===== config.mk =====
export PLATFORM = sky130hd
export DESIGN_NAME = bitstream_encoder
export DESIGN_NICKNAME = d
export VERILOG_FILES = /design/src/rtl/bitstream_encoder.sv
export SDC_FILE = /design/constraint.sdc
export NUM_CORES = 2
export LEC_CHECK = 0
export CAP_MARGIN = 0
export CORE_ASPECT_RATIO = 2
export CORE_MARGIN = 1.5
export CORE_UTILIZATION = 50
export DETAILED_ROUTE_END_ITERATION = 8
export GPL_ROUTABILITY_DRIVEN = 1
export PLACE_DENSITY = 0.69
export SLEW_MARGIN = 20
export SYNTH_ARGS = -nofsm -noshare
export SYNTH_HDL_FRONTEND = slang
export SYNTH_SLANG_ARGS = --single-unit

===== constraint.sdc =====
create_clock -name CLOCK_50_I -period 9.2 [get_ports CLOCK_50_I]
set_input_delay 1.38 -clock CLOCK_50_I [delete_from_list [all_inputs] [get_ports CLOCK_50_I]]
set_output_delay 1.38 -clock CLOCK_50_I [all_outputs]
set_load 0.005 [all_outputs]

===== src/rtl/bitstream_encoder.sv =====
// Variable-length entropy encoder: loads one 8x8 block of scan-ordered coefficients,
// emits prefix codes MSB-first through a 32-bit bit packer into 16-bit SRAM words.
module bitstream_encoder #(
    parameter logic [17:0] OUTPUT_OFFSET = 18'd76800
) (
    input  logic        CLOCK_50_I,
    input  logic        resetn,
    input  logic        start,
    input  logic        quantization,
    input  logic [14:0] width,
    input  logic [15:0] height,
    input  logic        block_start,
    input  logic        flush,
    output logic [5:0]  coef_address,
    input  logic [8:0]  coef_data,
    output logic [17:0] SRAM_address,
    output logic [15:0] SRAM_write_data,
    output logic        SRAM_we_n,
    output logic        busy,
    output logic        block_done,
    output logic        flush_done
);

    typedef enum logic [2:0] {
        S_IDLE,
        S_HEADER,
        S_LOAD,
        S_ENCODE,
        S_FLUSH,
        S_DONE
    } state_t;

    state_t      state_reg;
    logic [1:0]  hdr_cnt_reg;
    logic [6:0]  ld_cnt_reg;
    logic [6:0]  pos_reg;
    logic [5:0]  last_nz_reg;
    logic        all_zero_reg;
    logic [31:0] acc_reg;
    logic [4:0]  count_reg;
    logic [17:0] next_addr_reg;
    logic        q_reg;
    logic [14:0] width_reg;
    logic [15:0] height_reg;

    logic [8:0]  coef_buf [64];
    logic [5:0]  ld_idx;

    logic [7:0]  win_zero;
    logic [3:0]  win_one;
    logic [3:0]  win_mone;
    logic [3:0]  zrun;
    logic [2:0]  orun;
    logic [2:0]  mrun;
    logic        zstop, ostop, mstop;

    logic [8:0]  v;
    logic        v_small;
    logic [10:0] code_val;
    logic [3:0]  code_len;
    logic [3:0]  step;
    logic        term;
    logic [6:0]  pos_next;
    logic        block_end;

    logic [5:0]  shift_amt;
    logic [31:0] appended;
    logic [4:0]  cnt_sum;

    assign busy   = (state_reg != S_IDLE);
    assign ld_idx = ld_cnt_reg[5:0] - 6'd1;

    // Load data lags coef_address by one cycle, so entry ld_cnt-1 lands on each load cycle.
    always_ff @(posedge CLOCK_50_I) begin
        if (state_reg == S_LOAD && ld_cnt_reg != 7'd0)
            coef_buf[ld_idx] <= coef_data;
    end

    // Window of the 8 entries at and after the current position; out-of-block entries never match.
    genvar gi;
    generate
        for (gi = 0; gi < 8; gi++) begin : g_win
            logic [6:0] idx;
            assign idx          = pos_reg + 7'(gi);
            assign win_zero[gi] = ~idx[6] && (coef_buf[idx[5:0]] == 9'd0);
            if (gi < 4) begin : g_pm
                assign win_one[gi]  = ~idx[6] && (coef_buf[idx[5:0]] == 9'h001);
                assign win_mone[gi] = ~idx[6] && (coef_buf[idx[5:0]] == 9'h1FF);
            end
        end
    endgenerate

    always_comb begin
        zrun  = 4'd0;
        orun  = 3'd0;
        mrun  = 3'd0;
        zstop = 1'b0;
        ostop = 1'b0;
        mstop = 1'b0;
        for (int k = 0; k < 8; k++) begin
            if (!zstop && win_zero[k]) zrun = zrun + 4'd1;
            else zstop = 1'b1;
        end
        for (int k = 0; k < 4; k++) begin
            if (!ostop && win_one[k]) orun = orun + 3'd1;
            else ostop = 1'b1;
            if (!mstop && win_mone[k]) mrun = mrun + 3'd1;
            else mstop = 1'b1;
        end
    end

    assign v       = coef_buf[pos_reg[5:0]];
    assign v_small = (v[8:3] == 6'h00) || (v[8:3] == 6'h3F);

    always_comb begin
        code_val = 11'd0;
        code_len = 4'd0;
        step     = 4'd0;
        term     = 1'b0;
        if (all_zero_reg || pos_reg > {1'b0, last_nz_reg}) begin
            code_val = 11'b111;
            code_len = 4'd3;
            term     = 1'b1;
        end else if (v == 9'd0) begin
            code_val = {5'd0, 3'b110, zrun[2:0]};
            code_len = 4'd6;
            step     = zrun;
        end else if (v == 9'h001) begin
            code_val = {6'd0, 3'b101, orun[1:0]};
            code_len = 4'd5;
            step     = {1'b0, orun};
        end else if (v == 9'h1FF) begin
            code_val = {6'd0, 3'b100, mrun[1:0]};
            code_len = 4'd5;
            step     = {1'b0, mrun};
        end else if (v_small) begin
            code_val = {5'd0, 2'b01, v[3:0]};
            code_len = 4'd6;
            step     = 4'd1;
        end else begin
            code_val = {2'b00, v};
            code_len = 4'd11;
            step     = 4'd1;
        end
    end

    assign pos_next  = pos_reg + {3'd0, step};
    assign block_end = term | pos_next[6];

    // Valid bits are left-aligned in the accumulator; new code goes just below them.
    assign shift_amt = 6'd32 - {1'b0, count_reg} - {2'd0, code_len};
    assign appended  = acc_reg | ({21'd0, code_val} << shift_amt);
    assign cnt_sum   = count_reg + {1'b0, code_len};

    always_ff @(posedge CLOCK_50_I or negedge resetn) begin
        if (!resetn) begin
            state_reg       <= S_IDLE;
            hdr_cnt_reg     <= 2'd0;
            ld_cnt_reg      <= 7'd0;
            pos_reg         <= 7'd0;
            last_nz_reg     <= 6'd0;
            all_zero_reg    <= 1'b1;
            acc_reg         <= 32'd0;
            count_reg       <= 5'd0;
            next_addr_reg   <= OUTPUT_OFFSET;
            q_reg           <= 1'b0;
            width_reg       <= 15'd0;
            height_reg      <= 16'd0;
            coef_address    <= 6'd0;
            SRAM_address    <= OUTPUT_OFFSET;
            SRAM_write_data <= 16'd0;
            SRAM_we_n       <= 1'b1;
            block_done      <= 1'b0;
            flush_done      <= 1'b0;
        end else begin
            SRAM_we_n  <= 1'b1;
            block_done <= 1'b0;
            flush_done <= 1'b0;
            case (state_reg)
                S_IDLE: begin
                    if (start) begin
                        q_reg           <= quantization;
                        width_reg       <= width;
                        height_reg      <= height;
                        acc_reg         <= 32'd0;
                        count_reg       <= 5'd0;
                        SRAM_address    <= OUTPUT_OFFSET;
                        SRAM_write_data <= 16'hDEAD;
                        SRAM_we_n       <= 1'b0;
                        next_addr_reg   <= OUTPUT_OFFSET + 18'd1;
                        hdr_cnt_reg     <= 2'd1;
                        state_reg       <= S_HEADER;
                    end else if (block_start) begin
                        coef_address <= 6'd0;
                        ld_cnt_reg   <= 7'd0;
                        pos_reg      <= 7'd0;
                        last_nz_reg  <= 6'd0;
                        all_zero_reg <= 1'b1;
                        state_reg    <= S_LOAD;
                    end else if (flush) begin
                        state_reg <= S_FLUSH;
                    end
                end
                S_HEADER: begin
                    SRAM_address  <= next_addr_reg;
                    next_addr_reg <= next_addr_reg + 18'd1;
                    SRAM_we_n     <= 1'b0;
                    hdr_cnt_reg   <= hdr_cnt_reg + 2'd1;
                    case (hdr_cnt_reg)
                        2'd1:    SRAM_write_data <= 16'hBEEF;
                        2'd2:    SRAM_write_data <= {q_reg, width_reg};
                        default: begin
                            SRAM_write_data <= height_reg;
                            state_reg       <= S_DONE;
                        end
                    endcase
                end
                S_LOAD: begin
                    if (ld_cnt_reg != 7'd0 && coef_data != 9'd0) begin
                        last_nz_reg  <= ld_idx;
                        all_zero_reg <= 1'b0;
                    end
                    if (ld_cnt_reg < 7'd63)
                        coef_address <= ld_cnt_reg[5:0] + 6'd1;
                    ld_cnt_reg <= ld_cnt_reg + 7'd1;
                    if (ld_cnt_reg == 7'd64)
                        state_reg <= S_ENCODE;
                end
                S_ENCODE: begin
                    if (cnt_sum[4]) begin
                        SRAM_address    <= next_addr_reg;
                        next_addr_reg   <= next_addr_reg + 18'd1;
                        SRAM_write_data <= appended[31:16];
                        SRAM_we_n       <= 1'b0;
                        acc_reg         <= appended << 16;
                        count_reg       <= {1'b0, cnt_sum[3:0]};
                    end else begin
                        acc_reg   <= appended;
                        count_reg <= cnt_sum;
                    end
                    pos_reg <= pos_next;
                    if (block_end) begin
                        block_done <= 1'b1;
                        state_reg  <= S_DONE;
                    end
                end
                S_FLUSH: begin
                    if (count_reg != 5'd0) begin
                        SRAM_address    <= next_addr_reg;
                        next_addr_reg   <= next_addr_reg + 18'd1;
                        SRAM_write_data <= acc_reg[31:16];
                        SRAM_we_n       <= 1'b0;
                    end
                    acc_reg    <= 32'd0;
                    count_reg  <= 5'd0;
                    flush_done <= 1'b1;
                    state_reg  <= S_DONE;
                end
                default: begin
                    state_reg <= S_IDLE;
                end
            endcase
        end
    end

endmodule


==> reports/metrics.cfg, run 1 <==
[place]
place_congestion=1.18
hpwlAfterDp_um=247000
io_buffers=89
dp_slack_ns=0.384

[cts]
cts_hold_buf=0
postCtsSetupBuffers=0
cts_made_buffers=71
post_cts_resized=0
clockBufferDepth=3
clkSinkCount=731
cts_root_buffer=clkbuf_16
htree_levels=3

[grt]
grt_pass1_vias=57300
grt_usage_pct=65.9
grt_pass1_wl_um=504000
grt_overflow=109
grt_max_degree=104

[synth]
synth-seq-cells=731
yosysSeqAreaShare_pct=38.7
synth_ff_type=edfxtp_1
synth_fp_nets=4838
avgSynthCellArea_um2=11.5
synth-async-reset-ratio_pct=21.2
syn_area_mm2=0.0548
synthCells=4745
synth_enable_flop_cells=576
yosysUniqueCellTypes=103
yosys_warnings=0

[floorplan]
die_w_um=237
num_io_pins=90
start_util_pct=50.4
die_h_um=471
num_rows=171

[outcome]
tool.error=[ERROR GRT-0116] Global routing finished with congestion. Check the congestion regions in the DRC Viewer.
outcome=stopped before the end
lastStage=5_1_grt

## cell usage after synthesis, types with 99 or more instances
| library cell | n | share of area [%] |
|---|---|---|
| a21oi_1 | 180 | 1.6 |
| buf_2 | 115 | 1.1 |
| clkbuf_1 | 99 | 0.68 |
| dfrtp_1 | 145 | 6.6 |
| edfxtp_1 | 576 | 32 |
| mux2i_1 | 373 | 6.8 |
| mux4_2 | 484 | 20 |
| nand2_1 | 460 | 3.2 |
| nand3_1 | 146 | 1.3 |
| nor2_1 | 366 | 2.5 |
| nor3_1 | 177 | 1.6 |
| nor4_1 | 155 | 1.8 |
| o21ai_0 | 133 | 1.2 |
## layer usage
metal / overflow / global-route usage [%]
met5: 0 / 9.66
met4: 53 / 74.7
met3: 1 / 40.0
met2: 55 / 90.0
met1: 0 / 63.1
## per-stage QoR
stage	instances	area, µm²
2_1_floorplan	4745	54800
4_1_cts	6380	61300
3_5_place_dp	6251	58900
3_3_place_gp	6251	58900
## cell families after synthesis
logic type | after synthesis | synth area share, %
multiplexers | 951 | 28.7
adder cells (fa/ha/maj) | 47 | 1.13
buffers and inverters | 412 | 4.07
XOR/XNOR | 72 | 1.24
AO/OA/AOI/OAI | 929 | 12.0
flip-flops | 731 | 38.7
AND/OR/NAND/NOR | 1603 | 14.2
==> run 2, diff against run 1 <==
--- a/config.mk
+++ b/config.mk
@@ -6,12 +6,11 @@
 export NUM_CORES = 2
 export LEC_CHECK = 0
 export CAP_MARGIN = 0
-export CORE_ASPECT_RATIO = 2
 export CORE_MARGIN = 1.5
-export CORE_UTILIZATION = 50
+export CORE_UTILIZATION = 35
 export DETAILED_ROUTE_END_ITERATION = 8
 export GPL_ROUTABILITY_DRIVEN = 1
-export PLACE_DENSITY = 0.69
+export PLACE_DENSITY_LB_ADDON = 0.15
 export SLEW_MARGIN = 20
 export SYNTH_ARGS = -nofsm -noshare
 export SYNTH_HDL_FRONTEND = slang
==> constraint.sdc (replaced) <==
create_clock -name CLOCK_50_I -period 11.95 [get_ports CLOCK_50_I]
set_input_delay 1.7925 -clock CLOCK_50_I [delete_from_list [all_inputs] [get_ports CLOCK_50_I]]
set_output_delay 1.7925 -clock CLOCK_50_I [all_outputs]
set_load 0.005 [all_outputs]
==> reports/metrics.cfg, run 2 <==
[worst_hold_path]
whs_path_depth=2
hold_start=coef_address[4]
hp-class=reg2reg
hold_path_end=coef_address[4]

[power]
ir_drop_mv=0.301
p_int_uw=8570
p_total_uw=18000
power.leakage_uw=0.0192
swShare_pct=52.3
pwr-share-comb_pct=67.4
p_seq_share_pct=17.6
powerDensity_mw_per_mm2=296
p_switching_uw=9400
p_clk_share_pct=15.0

[floorplan]
core_area_mm2=0.156
start_util_pct=35.2  ; -15 points
die_h_um=399  ; -15%
num_rows=145  ; -15%
die_w_um=399  ; +68%
num_io_pins=90  ; unchanged
fp.dieArea_mm2=0.159

[critical_path]
crit_path_max_fanout=81
slowest_stage=a2111oi_0
r2r_cells=35
startpoint_type=flop
reg2reg_to=state_reg[0]
endpoint_kind=flop
crit-reg2reg-launch=pos_reg[1]
cpPeakStageDelay_ns=0.75
rrSetupSlack_ns=1.72
arrival_ns=10.89
worstSetupPathType=reg2reg
cp_data_required_time_ns=12.60

[cts]
clockBufferDepth=3  ; unchanged
cts_tree=built
cts_hold_buf=0  ; unchanged
htree_levels=3  ; unchanged
postCtsSetupBuffers=0  ; unchanged
post_cts_resized=0  ; unchanged
clkSinkCount=731  ; unchanged
cts_root_buffer=clkbuf_16
path_clk_slew_ns=0.07
cts_made_buffers=84  ; +18%
clk_latency_ns=0.72

[flow_run]
maxCapViolCount=0

[sta]
final-max-slew-violation-count=0
setup_violations=0
tns_ns=0
hold_viol_final=0
rsz0062_at_grt=no
slew_headroom_pct=17.2
max_freq_ghz=0.0977
final.setup.worst_slack_ns=1.72
worst_slew_pin_slew_ns=1.24
period_minus_slack_ns=10.23
min_period_over_period_pct=85.6
clock-skew-final_ns=0.0334

[finish]
layout_commonest_cell=edfxtp_1
layout_common_cells=edfxtp_1 (576), mux4_2 (484), nand2_1 (458)
areaGrowthSynthToFinish_pct=10.7
drive_above_1_share_pct=20.0
fin_util_pct=38.9
largest_reg_flops=576
final_nets=4812

[route]
vias=49000
ant_nets=0
drt-total-wl_um=296000
drt_first_pass_iters=7
wl_per_cell_um=43.3
dr.first_iter.drc_count=7860
drcViolationCount=0
via_per_inst=7.15

[synth]
synth_ff_type=edfxtp_1
yosys_warnings=0  ; unchanged
synth-async-reset-ratio_pct=21.2  ; unchanged
yosysSeqAreaShare_pct=38.7  ; unchanged
synth_top_area_share_pct=31.6  ; unchanged
synth_commonest_cells=edfxtp_1 (576), mux4_2 (484), nand2_1 (460)
synth_enable_flop_cells=576  ; unchanged
syn_area_mm2=0.0548  ; unchanged
avgSynthCellArea_um2=11.5  ; unchanged
synth_top_area_cell=edfxtp_1
yosysMostFrequentCell=edfxtp_1
synth_fp_nets=4838  ; unchanged
synth-seq-cells=731  ; unchanged
synthTopCellsByArea=edfxtp_1 (32%), mux4_2 (20%), mux2i_1 (6.8%)
yosysUniqueCellTypes=103  ; unchanged
synthCells=4745  ; unchanged

[grt]
grt_pass1_wl_um=404000
use_met3_pct=9.56
grt_busiest_layer=met2
use_met2_pct=55.1
grt_max_degree=107
grt_antenna_before_repair=14
grt_pass1_vias=46000
grt_overflow=0
grt_usage_pct=36.7
met1_usage_pct=46.5

[place]
io_buffers=89  ; unchanged
dp_slack_ns=1.84  ; +1.45 ns
hpwlAfterDp_um=219000  ; -11%
place_congestion=1.07  ; -9.5%

[outcome]
outcome=complete, no violations

## run 2: cell counts after synthesis
No cell type changed its count.
## run 2: worst max-delay path, delay by kind of cell (launching register included)
kind | cells | cell delay [ns]
AOI/OAI and AO/OA | 12 | 3.28
buffers and inverters | 6 | 1.72
adders and majority gates | 5 | 1.67
and+or+nand+nor | 8 | 1.23
muxes | 3 | 1.15
DFF | 1 | 0.60
xor gates and xnor gates | 1 | 0.27
## run 2: layout make-up
class | instances | area (µm²)
antenna | 5 | 12.5
clock inverter | 54 | 682
inverter | 63 | 244
clock buffer | 102 | 2210
timing repair buffer | 237 | 2120
multi-input combinational | 3602 | 31600
tap | 2058 | 2570
fill | 15000 | 95200
sequential | 731 | 21200
## run 2: cells by family after synthesis
logic type               after synthesis  synth area share [%]
AO/OA/AOI/OAI                        929                  12.0
AND/OR/NAND/NOR                     1603                  14.2
buffers and inverters                412                  4.07
adder cells (fa/ha/maj)               47                  1.13
XOR/XNOR                              72                  1.24
flip-flops                           731                  38.7
multiplexers                         951                  28.7
## run 2: power groups by stage
stage | Clock [µW] | Sequential (µW) | Combinational, µW
final | 2700 | 3160 | 12100
after global routing | 2840 | 3170 | 12300
after CTS | 2750 | 3150 | 11600
after detailed placement | 0 | 3200 | 11600
after global placement | 0 | 3200 | 11600
after floorplan | 0 | 3050 | 7240
## run 2: stage by stage
step                instances  area, µm²  hold slack (ns)
global placement         6690      57700            0.461
CTS                      6847      60600            0.477
finish                   6852      60700            0.473
detailed placement       6691      57700            0.463
global route             6847      60600            0.500
floorplan                4745      54800            0.446
## run 2: worst max-delay path by stage
stage | from | endpoint | slack (ns) | depth (start not counted)
after floorplan | pos_reg[1] | state_reg[0] | 3.14 | 40
after global placement | pos_reg[1] | state_reg[0] | 1.75 | 35
after detailed placement | pos_reg[1] | state_reg[0] | 1.84 | 33
after CTS | pos_reg[1] | state_reg[0] | 1.81 | 33
after global routing | pos_reg[1] | state_reg[0] | 0.95 | 35
final | pos_reg[1] | state_reg[0] | 1.72 | 35
## run 2: routing by layer
layer	routed length [µm]	vias up
li1	-	19200
met1	111000	25000
met2	129000	3789
met3	32300	918
met4	24300	12
met5	83	-
Power figures use the tool's default switching activity.
